--- src/rtl/if_id_pipe_buf.sv ---
// IF/ID pipeline buffer: DEPTH-entry in-order queue with valid/ready handshake,
// single-cycle flush and saturating stall/flush performance counters.
module if_id_pipe_buf #(
    parameter int unsigned WORD_W = 32,
    parameter int unsigned FIELDS = 3,
    parameter int unsigned DEPTH  = 2,
    parameter int unsigned CNT_W  = 16
) (
    input  logic                        CLK,
    input  logic                        RST,
    input  logic                        flush,
    input  logic                        in_valid,
    output logic                        in_ready,
    input  logic [WORD_W*FIELDS-1:0]    in_data,
    output logic                        out_valid,
    input  logic                        out_ready,
    output logic [WORD_W*FIELDS-1:0]    out_data,
    output logic [$clog2(DEPTH):0]      occupancy,
    output logic [CNT_W-1:0]            stall_cnt,
    output logic [CNT_W-1:0]            flush_cnt
);

    localparam int unsigned DATA_W = WORD_W * FIELDS;
    localparam int unsigned PTR_W  = $clog2(DEPTH);
    localparam int unsigned OCC_W  = PTR_W + 1;
    localparam logic [OCC_W-1:0] OCC_FULL = OCC_W'(DEPTH);

    logic [DATA_W-1:0] mem_q [DEPTH];

    logic [PTR_W-1:0]  rd_ptr_q,    rd_ptr_d;
    logic [PTR_W-1:0]  wr_ptr_q,    wr_ptr_d;
    logic [OCC_W-1:0]  count_q,     count_d;
    logic              in_ready_q,  in_ready_d;
    logic              out_valid_q, out_valid_d;
    logic [DATA_W-1:0] out_data_q,  out_data_d;
    logic [CNT_W-1:0]  stall_q,     stall_d;
    logic [CNT_W-1:0]  flushc_q,    flushc_d;

    logic push_c;
    logic pop_c;

    assign push_c = in_valid  & in_ready_q & ~flush;
    assign pop_c  = out_valid_q & out_ready & ~flush;

    // Next-state: pointers, count, registered handshake flags and head payload.
    always_comb begin
        rd_ptr_d    = rd_ptr_q;
        wr_ptr_d    = wr_ptr_q;
        count_d     = count_q;
        stall_d     = stall_q;
        flushc_d    = flushc_q;
        in_ready_d  = 1'b1;
        out_valid_d = 1'b0;
        out_data_d  = '0;

        if (flush) begin
            rd_ptr_d = '0;
            wr_ptr_d = '0;
            count_d  = '0;
        end else begin
            if (push_c) begin
                wr_ptr_d = PTR_W'(wr_ptr_q + 1'b1);
            end
            if (pop_c) begin
                rd_ptr_d = PTR_W'(rd_ptr_q + 1'b1);
            end
            case ({push_c, pop_c})
                2'b10:   count_d = OCC_W'(count_q + 1'b1);
                2'b01:   count_d = OCC_W'(count_q - 1'b1);
                default: count_d = count_q;
            endcase
        end

        in_ready_d  = (count_d != OCC_FULL);
        out_valid_d = (count_d != '0);

        // The entry being written this cycle becomes head only when it is the sole entry.
        if (count_d != '0) begin
            if (push_c && (wr_ptr_q == rd_ptr_d)) begin
                out_data_d = in_data;
            end else begin
                out_data_d = mem_q[rd_ptr_d];
            end
        end

        if (out_valid_q && !out_ready && !flush && (stall_q != '1)) begin
            stall_d = CNT_W'(stall_q + 1'b1);
        end
        if (flush && ((count_q != '0) || in_valid) && (flushc_q != '1)) begin
            flushc_d = CNT_W'(flushc_q + 1'b1);
        end
    end

    always_ff @(posedge CLK) begin
        if (RST) begin
            rd_ptr_q    <= '0;
            wr_ptr_q    <= '0;
            count_q     <= '0;
            in_ready_q  <= 1'b1;
            out_valid_q <= 1'b0;
            out_data_q  <= '0;
            stall_q     <= '0;
            flushc_q    <= '0;
        end else begin
            rd_ptr_q    <= rd_ptr_d;
            wr_ptr_q    <= wr_ptr_d;
            count_q     <= count_d;
            in_ready_q  <= in_ready_d;
            out_valid_q <= out_valid_d;
            out_data_q  <= out_data_d;
            stall_q     <= stall_d;
            flushc_q    <= flushc_d;
        end
    end

    // Payload storage is never cleared; only pointers and count define validity.
    always_ff @(posedge CLK) begin
        if (!RST && push_c) begin
            mem_q[wr_ptr_q] <= in_data;
        end
    end

    assign in_ready  = in_ready_q;
    assign out_valid = out_valid_q;
    assign out_data  = out_data_q;
    assign occupancy = count_q;
    assign stall_cnt = stall_q;
    assign flush_cnt = flushc_q;

endmodule

--- config.mk ---
export PLATFORM = sky130hd
export DESIGN_NAME = if_id_pipe_buf
export DESIGN_NICKNAME = d
export VERILOG_FILES = /design/src/rtl/if_id_pipe_buf.sv
export SDC_FILE = /design/constraint.sdc
export NUM_CORES = 1
export LEC_CHECK = 0
export CAP_MARGIN = 20
export CORE_MARGIN = 2
export CORE_UTILIZATION = 53
export CTS_CLUSTER_DIAMETER = 80
export CTS_CLUSTER_SIZE = 12
export DETAILED_ROUTE_END_ITERATION = 8
export PLACE_DENSITY = 0.79
export SETUP_SLACK_MARGIN = 0.02
export SLEW_MARGIN = 10
export SYNTH_ARGS = -nofsm -noshare
export SYNTH_HDL_FRONTEND = slang
export SYNTH_SLANG_ARGS = --single-unit
export TNS_END_PERCENT = 20
--- constraint.sdc ---
create_clock -name CLK -period 7.21 [get_ports CLK]
set_input_delay 1.0815 -clock CLK [delete_from_list [all_inputs] [get_ports CLK]]
set_output_delay 1.0815 -clock CLK [all_outputs]
set_load 0.1 [all_outputs]
==> impl_metrics.py <==
metrics = {
    "routing": {
        "remaining_drc_errors": 0,
        "drtAntennaViolNets": 0,
        "vias": 11649,
        "drt_wl_total_mm": 38.31,
        "viasPerCell": 6.355,
        "wl_per_cell_um": 20.90,
        "drt_iter0_drc": 1074,
        "drt-pass1-iter-count": 5,
    },
    "clock_network": {
        "cts.htree.levels": 1,
        "clock_tree.buffer_depth": 3,
        "cts_tree": "yes",
        "cts_sinks": 326,
        "clk-insertion-delay-late_ns": 0.56,
        "cts_buffers": 31,
        "root_buffer": "clkbuf_16",
        "clkTransAtPathRegs_ns": 0.07,
        "post_cts_buffers": 0,
        "holdBufCountCts": 0,
        "ctsResizeCount": 0,
    },
    "power_and_ir_drop": {
        "peakVddDrop_mv": 0.2007,
        "p_leak_nw": 5.403,
        "power.clock.fraction": 0.378,
        "switching_share": 0.2445,
        "p_switching_uw": 949.8,
        "powerDensity_nw_per_um2": 220.9,
        "pwr-share-comb": 0.100,
        "power.total_mw": 3.885,
        "power_frac_seq": 0.522,
        "power.internal_mw": 2.936,
    },
    "logic_synthesis": {
        "synthTopCellsByArea": "edfxtp_1 40%, dfxtp_1 19%, o2111ai_1 5.9%",
        "yosysSeqAreaShare": 0.5916,
        "synth_edf_count": 192,
        "synth_area_um2": 14280,
        "yosys.area.top_type_share": 0.4037,
        "syn_nets": 1421,
        "synth_cell_types": 53,
        "yosysTopAreaCell": "edfxtp_1",
        "synth-seq-cells": 326,
        "yosys_warnings": 0,
        "synth_cells": 1317,
        "syn_avg_cell_area_um2": 10.84,
        "async_reset_ff_frac": 0,
        "synth-main-ff-cell": "edfxtp_1",
    },
    "worst_setup_path": {
        "reg2regPathDepth": 3,
        "cp.required_ns": 7.68,
        "start_kind": "input port",
        "crit_fanout": 59,
        "worstPathArrival_ns": 4.71,
        "cp-end-kind": "register",
        "crit_type": "input port to register",
    },
    "sta": {
        "setup_violations": 0,
        "finalCritPeriodShare": 0.5888,
        "slew_headroom": 0.2831,
        "tns_ns": 0,
        "hold_viol_final": 0,
        "rsz0062_at_grt": "no",
        "slew_violations": 0,
        "finalCriticalPeriod_ns": 4.246,
        "setup_ws_ns": 2.965,
        "tightest_slew_ns": 1.072,
        "fmax_ghz": 0.2355,
        "fin_worst_skew_ns": 0.02744,
    },
    "layout": {
        "drive_gt1_frac": 0.04427,
        "finalCoreUtilization": 0.6580,
        "area_growth_pct": 23.14,
        "nets": 1571,
    },
    "floorplanning": {
        "ios": 233,
        "core_um2": 26730,
        "rows": 60,
        "die_h_um": 168.2,
        "die_w_um": 168.2,
        "initial_core_util": 0.5344,
        "dieArea_um2": 28270,
    },
    "min_path": {
        "hold_depth": 2,
        "hold_class": "register to register",
    },
    "global_routing": {
        "overflow": 0,
        "grt_antenna_before_repair": 2,
        "track_usage": 0.2617,
        "grt_pass1_vias": 11133,
        "grt_pass1_wl_mm": 60.02,
        "grt_max_degree": 124,
    },
    "outcome": {
        "status": "finished clean",
    },
    "placement": {
        "portBuffers": 232,
        "place_hpwl_mm": 20.70,
        "gp_congestion": 0.7959,
        "post-place-ws_ns": 2.381,
    },
    "job": {
        "drv_cap": 0,
    },
}
-- state kept, by name (all words and copies together) (netlist names) --
name	count
stall_cnt	16
in_ready	1
out_valid	1
out_data	96
rd_ptr_q	1
flush_cnt	16
occupancy	2
wr_ptr_q	1
mem_q	192
-- layout by cell type (no fill, tap or decap), types with 3 or more instances in the layout --
cell               n
nand2_1          201
ha_1               3
clkbuf_16         31
edfxtp_1         192
o2111ai_1         97
dfxtp_1          133
o31ai_1           15
o21ai_0           13
inv_1              7
o31a_1             3
buf_4             17
or4_1             14
and2_1             3
a211oi_1           3
nor3_1             3
and3_1             4
a21oi_1           29
nor4_1             5
a31oi_1           95
or3_1            105
clkbuf_1          25
nor2_1             8
nand3_1           11
nand4_1            9
nor2b_1           99
clkdlybuf4s50_1  232
xor2_1             3
o211ai_1          97
-- synth_stat cells, types with 5 or more instances --
library cell and n:
o2111ai_1 97, nor2_1 9, or4_1 14, nor4_1 5
o31ai_1 15, dfxtp_1 134, edfxtp_1 192, or3_1 105
nand4_1 9, buf_2 22, nand2_1 201, nor2b_1 99
o21ai_0 13, a21oi_1 29, nand3_1 11, inv_1 7
o211ai_1 97, clkbuf_1 104, buf_1 7, a31oi_1 95
-- path summary, 6_finish.rpt --
path | to | slack (ns) | from
worst max register to register | mem_q[1][55] | 4.17 | in_ready
worst min register to register | flush_cnt[15] | 0.52 | flush_cnt[15]
worst max-delay path | out_data[11] | 2.96 | flush
worst min-delay path | flush_cnt[15] | 0.52 | flush_cnt[15]
-- per-stage QoR --
step / instances / instance area (µm²) / hold slack [ns]
floorplan: 1317 / 14280 / 0.5061
global placement: 1774 / 16700 / 0.4866
detailed placement: 1775 / 16700 / 0.5035
CTS: 1832 / 17580 / 0.5133
global route: 1833 / 17590 / 0.5322
finish: 1833 / 17590 / 0.5164
-- cell families after synthesis --
group / count (synthesis) / synth area share
xor+xnor: 4 / 0.002454
buf+inv: 142 / 0.03951
compound gates: 361 / 0.1853
simple gates: 477 / 0.1748
mux: 4 / 0.003767
fa+ha+maj: 3 / 0.002629
flops: 326 / 0.5916
-- layer usage --
metal	GRT usage	routed length (µm)
met3	0.03808	2709
met4	0.08471	907
met2	0.4380	18950
met1	0.3544	15730
met5	0	13
-- critical path, cell delays in order --
cell and delay, ns:
clkdlybuf4s50_1 0.73, clkinv_2 0.67, and3_1 0.38, ha_1 0.34, nor3b_1 0.19, a211oi_4 0.24
buf_4 0.62, o211ai_1 0.18, a31oi_1 0.23
-- power groups by stage --
stage | sequential (mW) | clock (mW) | combinational (mW)
2_1_floorplan | 2.18 | 0 | 0.124
3_3_place_gp | 2.07 | 0 | 0.379
3_5_place_dp | 2.07 | 0 | 0.386
4_1_cts | 2.03 | 1.49 | 0.387
5_1_grt | 2.03 | 1.56 | 0.410
6_report | 2.03 | 1.47 | 0.389
-- layout make-up --
type                       count  area, µm²
antenna                        1      2.502
fill                        1999       9140
sequential                   326       8452
clock buffer                  56      869.6
multi-input combinational    849       5318
clock inverter                 1      11.26
inverter                       8      31.28
timing repair buffer         251       2475
tap                          341      426.7
No activity file was read; power rests on OpenSTA's default activity.
